--- src/rtl/multi_circle_gen_if.sv ---
// Handshake and argument bundle between a circle generator and its point consumer.
// The master drives start/ready and the run arguments; the slave returns done/valid and the point.
interface multi_circle_gen_if #(
    parameter int WIDTH     = 32,
    parameter int RING_BITS = 4
);
    logic                        _start;
    logic                        _ready;
    logic signed [WIDTH-1:0]     centre_x;
    logic signed [WIDTH-1:0]     centre_y;
    logic signed [WIDTH-1:0]     radius;
    logic signed [WIDTH-1:0]     ring_step;
    logic        [RING_BITS-1:0] ring_count;
    logic        [7:0]           octant_mask;
    logic                        _done;
    logic                        _valid;
    logic signed [WIDTH-1:0]     _out_0;
    logic signed [WIDTH-1:0]     _out_1;
    logic        [RING_BITS-1:0] _out_2;

    modport master (
        output _start, _ready, centre_x, centre_y, radius, ring_step, ring_count, octant_mask,
        input  _done, _valid, _out_0, _out_1, _out_2
    );

    modport slave (
        input  _start, _ready, centre_x, centre_y, radius, ring_step, ring_count, octant_mask,
        output _done, _valid, _out_0, _out_1, _out_2
    );
endinterface

--- src/rtl/multi_circle_gen.sv ---
// Midpoint-circle point generator for several concentric rings, one point per accepted cycle,
// with an octant mask selecting which of the eight symmetric points are emitted.
module multi_circle_gen #(
    parameter int WIDTH     = 32,
    parameter int RING_BITS = 4
) (
    input  logic              _clock,
    input  logic              _reset_n,
    multi_circle_gen_if.slave bus
);
    typedef enum logic [1:0] {IDLE, INIT, EMIT, DONE} state_t;

    localparam logic signed [WIDTH-1:0] ONE_W    = {{(WIDTH-1){1'b0}}, 1'b1};
    localparam logic signed [WIDTH+2:0] ONE_C    = {{(WIDTH+2){1'b0}}, 1'b1};
    localparam logic [RING_BITS-1:0]    RING_ONE = {{(RING_BITS-1){1'b0}}, 1'b1};

    state_t                  state_q, state_d;
    logic signed [WIDTH-1:0] cx_q, cx_d, cy_q, cy_d, rad_q, rad_d, step_q, step_d;
    logic signed [WIDTH-1:0] ox_q, ox_d, oy_q, oy_d;
    logic signed [WIDTH+2:0] crit_q, crit_d;
    logic [RING_BITS-1:0]    cnt_q, cnt_d, ring_q, ring_d;
    logic [7:0]              mask_q, mask_d;
    logic [2:0]              p_q, p_d;

    function automatic logic [2:0] lowest_bit(input logic [7:0] m);
        lowest_bit = 3'd0;
        for (int i = 7; i >= 0; i--) begin
            if (m[i]) lowest_bit = 3'(i);
        end
    endfunction

    // Sum in WIDTH+1 bits, then wrap back to WIDTH.
    function automatic logic signed [WIDTH-1:0] wrap_sum(input logic signed [WIDTH-1:0] a,
                                                         input logic signed [WIDTH-1:0] b,
                                                         input logic                    sub);
        logic signed [WIDTH:0] s;
        if (sub) s = {a[WIDTH-1], a} - {b[WIDTH-1], b};
        else     s = {a[WIDTH-1], a} + {b[WIDTH-1], b};
        return s[WIDTH-1:0];
    endfunction

    logic                    vld, fire, advance, has_next;
    logic                    swap, neg_x, neg_y;
    logic signed [WIDTH-1:0] dx, dy, ox_n, oy_n;
    logic signed [WIDTH+2:0] oxe, oye, rade, crit_n;
    logic [7:0]              upper;
    logic [2:0]              next_p;

    // Slot p in binary: swap axes for 1,2,5,6; negate x for 2..5; negate y for 4..7.
    assign swap  = p_q[0] ^ p_q[1];
    assign neg_x = p_q[1] ^ p_q[2];
    assign neg_y = p_q[2];
    assign dx    = swap ? oy_q : ox_q;
    assign dy    = swap ? ox_q : oy_q;

    assign vld         = (state_q == EMIT) && (mask_q != 8'd0);
    assign bus._valid  = vld;
    assign bus._done   = (state_q == DONE);
    assign bus._out_0  = vld ? wrap_sum(cx_q, dx, neg_x) : '0;
    assign bus._out_1  = vld ? wrap_sum(cy_q, dy, neg_y) : '0;
    assign bus._out_2  = vld ? ring_q : '0;

    assign upper    = mask_q & (8'hFE << p_q);
    assign has_next = |upper;
    assign next_p   = lowest_bit(upper);
    assign fire     = vld && bus._ready;
    assign advance  = (state_q == EMIT) && ((mask_q == 8'd0) || (fire && !has_next));

    assign ox_n   = ox_q + ONE_W;
    assign oy_n   = crit_q[WIDTH+2] ? oy_q : oy_q - ONE_W;
    assign oxe    = {{3{ox_n[WIDTH-1]}}, ox_n};
    assign oye    = {{3{oy_n[WIDTH-1]}}, oy_n};
    assign rade   = {{3{rad_q[WIDTH-1]}}, rad_q};
    assign crit_n = crit_q[WIDTH+2] ? crit_q + oxe + oxe + ONE_C
                                    : crit_q + (oxe - oye) + (oxe - oye) + ONE_C;

    always_comb begin
        state_d = state_q;
        cx_d    = cx_q;
        cy_d    = cy_q;
        rad_d   = rad_q;
        step_d  = step_q;
        ox_d    = ox_q;
        oy_d    = oy_q;
        crit_d  = crit_q;
        cnt_d   = cnt_q;
        ring_d  = ring_q;
        mask_d  = mask_q;
        p_d     = p_q;
        case (state_q)
            IDLE, DONE: begin
                if (bus._start) begin
                    cx_d    = bus.centre_x;
                    cy_d    = bus.centre_y;
                    rad_d   = bus.radius;
                    step_d  = bus.ring_step;
                    cnt_d   = bus.ring_count;
                    mask_d  = bus.octant_mask;
                    ring_d  = '0;
                    state_d = INIT;
                end
            end
            INIT: begin
                if (ring_q == cnt_q) begin
                    state_d = DONE;
                end else if (rad_q[WIDTH-1]) begin
                    // A negative radius has an empty loop: skip straight to the next ring.
                    ring_d = ring_q + RING_ONE;
                    rad_d  = rad_q + step_q;
                end else begin
                    ox_d    = '0;
                    oy_d    = rad_q;
                    crit_d  = ONE_C - rade;
                    p_d     = lowest_bit(mask_q);
                    state_d = EMIT;
                end
            end
            EMIT: begin
                if (advance) begin
                    ox_d   = ox_n;
                    oy_d   = oy_n;
                    crit_d = crit_n;
                    p_d    = lowest_bit(mask_q);
                    if (oy_n < ox_n) begin
                        ring_d  = ring_q + RING_ONE;
                        rad_d   = rad_q + step_q;
                        state_d = INIT;
                    end
                end else if (fire) begin
                    p_d = next_p;
                end
            end
            default: state_d = IDLE;
        endcase
    end

    always_ff @(posedge _clock or negedge _reset_n) begin
        if (!_reset_n) state_q <= IDLE;
        else           state_q <= state_d;
    end

    always_ff @(posedge _clock or negedge _reset_n) begin
        if (!_reset_n) begin
            cx_q   <= '0;
            cy_q   <= '0;
            rad_q  <= '0;
            step_q <= '0;
            ox_q   <= '0;
            oy_q   <= '0;
            crit_q <= '0;
            cnt_q  <= '0;
            ring_q <= '0;
            mask_q <= '0;
            p_q    <= '0;
        end else begin
            cx_q   <= cx_d;
            cy_q   <= cy_d;
            rad_q  <= rad_d;
            step_q <= step_d;
            ox_q   <= ox_d;
            oy_q   <= oy_d;
            crit_q <= crit_d;
            cnt_q  <= cnt_d;
            ring_q <= ring_d;
            mask_q <= mask_d;
            p_q    <= p_d;
        end
    end
endmodule

--- src/flat_wrapper.sv ---
// flat-port wrapper written by rule: the top's interface ports become plain ports
module multi_circle_gen_flat 
#(
    parameter int WIDTH     = 32,
    parameter int RING_BITS = 4
)
  (_clock, _reset_n, bus__start, bus__ready, bus_centre_x, bus_centre_y, bus_radius, bus_ring_step, bus_ring_count, bus_octant_mask, bus__done, bus__valid, bus__out_0, bus__out_1, bus__out_2);
  multi_circle_gen_if #(.WIDTH(WIDTH), .RING_BITS(RING_BITS)) bus_i ();
  input  logic _clock;
  input  logic _reset_n;
  input wire logic [$bits(bus_i._start)-1:0] bus__start;
  input wire logic [$bits(bus_i._ready)-1:0] bus__ready;
  input wire logic [$bits(bus_i.centre_x)-1:0] bus_centre_x;
  input wire logic [$bits(bus_i.centre_y)-1:0] bus_centre_y;
  input wire logic [$bits(bus_i.radius)-1:0] bus_radius;
  input wire logic [$bits(bus_i.ring_step)-1:0] bus_ring_step;
  input wire logic [$bits(bus_i.ring_count)-1:0] bus_ring_count;
  input wire logic [$bits(bus_i.octant_mask)-1:0] bus_octant_mask;
  output wire logic [$bits(bus_i._done)-1:0] bus__done;
  output wire logic [$bits(bus_i._valid)-1:0] bus__valid;
  output wire logic [$bits(bus_i._out_0)-1:0] bus__out_0;
  output wire logic [$bits(bus_i._out_1)-1:0] bus__out_1;
  output wire logic [$bits(bus_i._out_2)-1:0] bus__out_2;
  assign bus_i._start = bus__start;
  assign bus_i._ready = bus__ready;
  assign bus_i.centre_x = bus_centre_x;
  assign bus_i.centre_y = bus_centre_y;
  assign bus_i.radius = bus_radius;
  assign bus_i.ring_step = bus_ring_step;
  assign bus_i.ring_count = bus_ring_count;
  assign bus_i.octant_mask = bus_octant_mask;
  assign bus__done = bus_i._done;
  assign bus__valid = bus_i._valid;
  assign bus__out_0 = bus_i._out_0;
  assign bus__out_1 = bus_i._out_1;
  assign bus__out_2 = bus_i._out_2;
  multi_circle_gen #(.WIDTH(WIDTH), .RING_BITS(RING_BITS)) u_core (._clock(_clock), ._reset_n(_reset_n), .bus(bus_i));
endmodule
--- config.mk ---
export PLATFORM = sky130hd
export DESIGN_NAME = multi_circle_gen_flat
export DESIGN_NICKNAME = d
export VERILOG_FILES = /design/src/rtl/multi_circle_gen_if.sv /design/src/rtl/multi_circle_gen.sv /design/src/flat_wrapper.sv
export SDC_FILE = /design/constraint.sdc
export NUM_CORES = 1
export LEC_CHECK = 0
export CORE_MARGIN = 10
export CORE_UTILIZATION = 60
export CTS_CLUSTER_DIAMETER = 40
export DETAILED_ROUTE_END_ITERATION = 12
export PLACE_DENSITY_LB_ADDON = 0.1
export SYNTH_ARGS = -nofsm -noshare
export SYNTH_HDL_FRONTEND = slang
export SYNTH_SLANG_ARGS = --single-unit
--- constraint.sdc ---
create_clock -name _clock -period 10.9 [get_ports _clock]
set_input_delay 2.725 -clock _clock [delete_from_list [all_inputs] [get_ports _clock]]
set_output_delay 2.725 -clock _clock [all_outputs]
set_load 0.03 [all_outputs]
==> impl_metrics.ini <==
[yosys]
synth_top_area_share_pct = 24.8
synth_nets = 3421
synth-async-reset-ratio_pct = 100
synth_cell_type_count = 99
ys_seq_area_share_pct = 24.8
yosysTopAreaCell = dfrtp_1
ys_ff_latch = 248
ys.warnings.count = 0
synth_cells = 3065
synth_edf_count = 0
synthTopCellsByArea = dfrtp_1 (25%), ha_1 (10%), xnor2_1 (5.7%)
syn-cell-area_um2 = 25000
ys.flop_type = dfrtp_1
avgSynthCellArea_um2 = 8.17

[worst_setup_path]
crit_type = flop to output port
crit_fanout = 47
cp.arrival_ps = 7340
startpoint = u_core.p_q[1]
crit_path_end_kind = output port
reg2reg_from = u_core.oy_q[2]
worstPathRequired_ps = 8180
startpoint_type = flop

[clock_network]
htreeDepth = 2
cts_resized = 0
cts_tree = yes
clock_latency_ps = 620
postCtsSetupRepairBufs = 0
cts_buffers = 49
clk_transition_reported_paths_ps = 50
ctsLongestPathBuffers = 3
cts_root_buf = clkbuf_16
cts_hold_buf = 0
cts.sink_count = 248

[timing]
final.setup_skew_ps = 29.1
fin_crit_sh_pct = 92.3
fin_setup_tns_ps = 0
slew-limit-headroom_pct = 27.5
max_freq_mhz = 99.3
finalSetupViolCount = 0
maxSlewViolCount = 0
worst_slew_pin_slew_ps = 1090
hold_viol = 0
finalCriticalPeriod_ps = 10070
rsz0062_at_grt = false

[detailed_routing]
ant_nets = 0
dr.first_iter.drc_count = 2445
totalWireLength_um = 85400
viasPerCell = 6.53
wl_per_cell_um = 22.7
dr.pass1.iters = 7
vias = 24506
route.detailed.drc = 0

[grt]
grt_pass1_vias = 23784
overflow = 0
antenna_found_initial = 2
grt_pass1_wl_um = 133000
grt_usage_pct = 32.9
grt_max_degree = 150

[placed_design]
port_buffers = 213
place_hpwl_um = 64200
routabilityCongestion = 1.01

[finish]
nFillCells = 3238
fin_nets = 3537
layout_common_cells = nor2_1 (278), a21oi_1 (278), dfrtp_1 (248)
area_delta_synth_final_pct = 16.4
drive_above_1_share_pct = 9.06

[floorplan]
start_util_pct = 61.0
num_rows = 74
die_w_um = 224
dieArea_um2 = 50300
core-area_um2 = 41000
num_io_pins = 214
die_y_um = 224

[run_status]
outcome = finished clean

[min_path]
worstHoldStart = u_core.step_q[3]
min_path_type = flop to flop

[flow_run]
max-cap-violations = 0
==> stage by stage <==
step / std cells / worst slack (ps) / hold WS, ps / cell area [um^2] / util, %
floorplan: 3065 / 1740 / 478 / 25000 / -
global placement: 3662 / 1730 / 494 / 27300 / 66.7
detailed placement: 3662 / 1640 / 499 / 27300 / 66.7
CTS: 3754 / 975 / 511 / 29100 / 71.0
global route: 3754 / 416 / 528 / 29100 / 71.0
finish: 3755 / 834 / 510 / 29100 / 71.0
==> critical path, cell delays in order, from the launching register on <==
cell and delay (ps):
dfrtp_1 410, inv_1 120, ha_4 350, buf_4 340, nand2_1 110, o21ai_0 130
inv_1 90, ha_1 160, o21ai_0 100, or2_2 340, nor4_1 780, nor2b_1 290
and3b_1 200, nor2b_1 240, and3_1 270, nor2_1 70, xor2_1 190, ha_1 390
and3_1 300, nand4_1 120, a211oi_1 320, nor4_1 150, a21oi_1 210, mux2i_1 300
clkdlybuf4s50_1 740
==> cell usage after synthesis, drive strengths merged (9+ instances only) <==
| cell type | number |
|---|---|
| xnor2 | 162 |
| a21oi | 290 |
| nand2 | 221 |
| nor2 | 281 |
| nor4 | 25 |
| o21bai | 21 |
| and3 | 34 |
| o22ai | 38 |
| nand4 | 27 |
| nor2b | 50 |
| a21boi | 9 |
| xor2 | 129 |
| o21ai | 191 |
| and2 | 24 |
| dfrtp | 248 |
| a211oi | 32 |
| inv | 90 |
| nand2b | 31 |
| nor3b | 12 |
| or2 | 18 |
| nor3 | 90 |
| o21a | 31 |
| or3 | 28 |
| buf | 58 |
| and4 | 9 |
| mux2i | 72 |
| a21o | 93 |
| clkbuf | 112 |
| a31oi | 30 |
| a22o | 15 |
| ha | 206 |
| nand3 | 73 |
| mux2 | 115 |
| a22oi | 36 |
| o31ai | 17 |
| o211ai | 25 |
==> path summary, 6_finish.rpt <==
kind                                     end  slack, ps  cells past startpoint
setup / recovery              bus__out_0[29]        830                     24
hold / removal              u_core.step_q[3]        510                      1
setup reg to reg           u_core.crit_q[32]       3170                     25
hold reg to reg             u_core.step_q[3]        510                      1
max in group asynchronous    u_core.cx_q[13]       7360                      2
min in group asynchronous     u_core.cy_q[5]       2160                      1
==> final cells by class <==
type / count / area [um^2] / share of cell area (%)
Sequential cell: 248 / 6210 / 21.3
Multi-Input combinational cell: 2556 / 17800 / 61.1
Clock inverter: 40 / 539 / 1.85
Clock buffer: 52 / 1260 / 4.31
Inverter: 91 / 342 / 1.17
Antenna cell: 1 / 2.50 / 0.00859
Timing Repair Buffer: 235 / 2310 / 7.94
Tap cell: 532 / 666 / 2.28
==> logic make-up (layout without fill, tap and decap cells) <==
logic type               count (synthesis)  count (layout)  synth area share [%]
XOR/XNOR                               291             291                  10.2
adder cells (fa/ha/maj)                215             215                  10.9
AO/OA/AOI/OAI                          915             915                  23.2
flip-flops                             248             248                  24.8
other                                    0               1                     0
buffers and inverters                  261             418                  4.22
AND/OR/NAND/NOR                        948             948                  18.7
multiplexers                           187             187                  8.05
==> registers in the layout (all words and copies together) (netlist names) <==
register,flops
u_core.cy_q,32
u_core.step_q,32
u_core.ring_q,4
u_core.state_q,2
u_core.cnt_q,4
u_core.ox_q,32
u_core.p_q,3
u_core.mask_q,8
u_core.oy_q,32
u_core.rad_q,32
u_core.crit_q,35
u_core.cx_q,32
==> routing by layer <==
metal / up-vias / GRT usage, % / part of all wire [%]
met3: 245 / 6.61 / 9.2
met5: - / 0 / 0.014
met2: 1204 / 51.5 / 44
li1: 11415 / - / -
met4: 2 / 19.1 / 6.2
met1: 11640 / 41.6 / 40
Power is not shown: default switching activity piles up to over one toggle a cycle in this logic, so the estimate is an artifact.
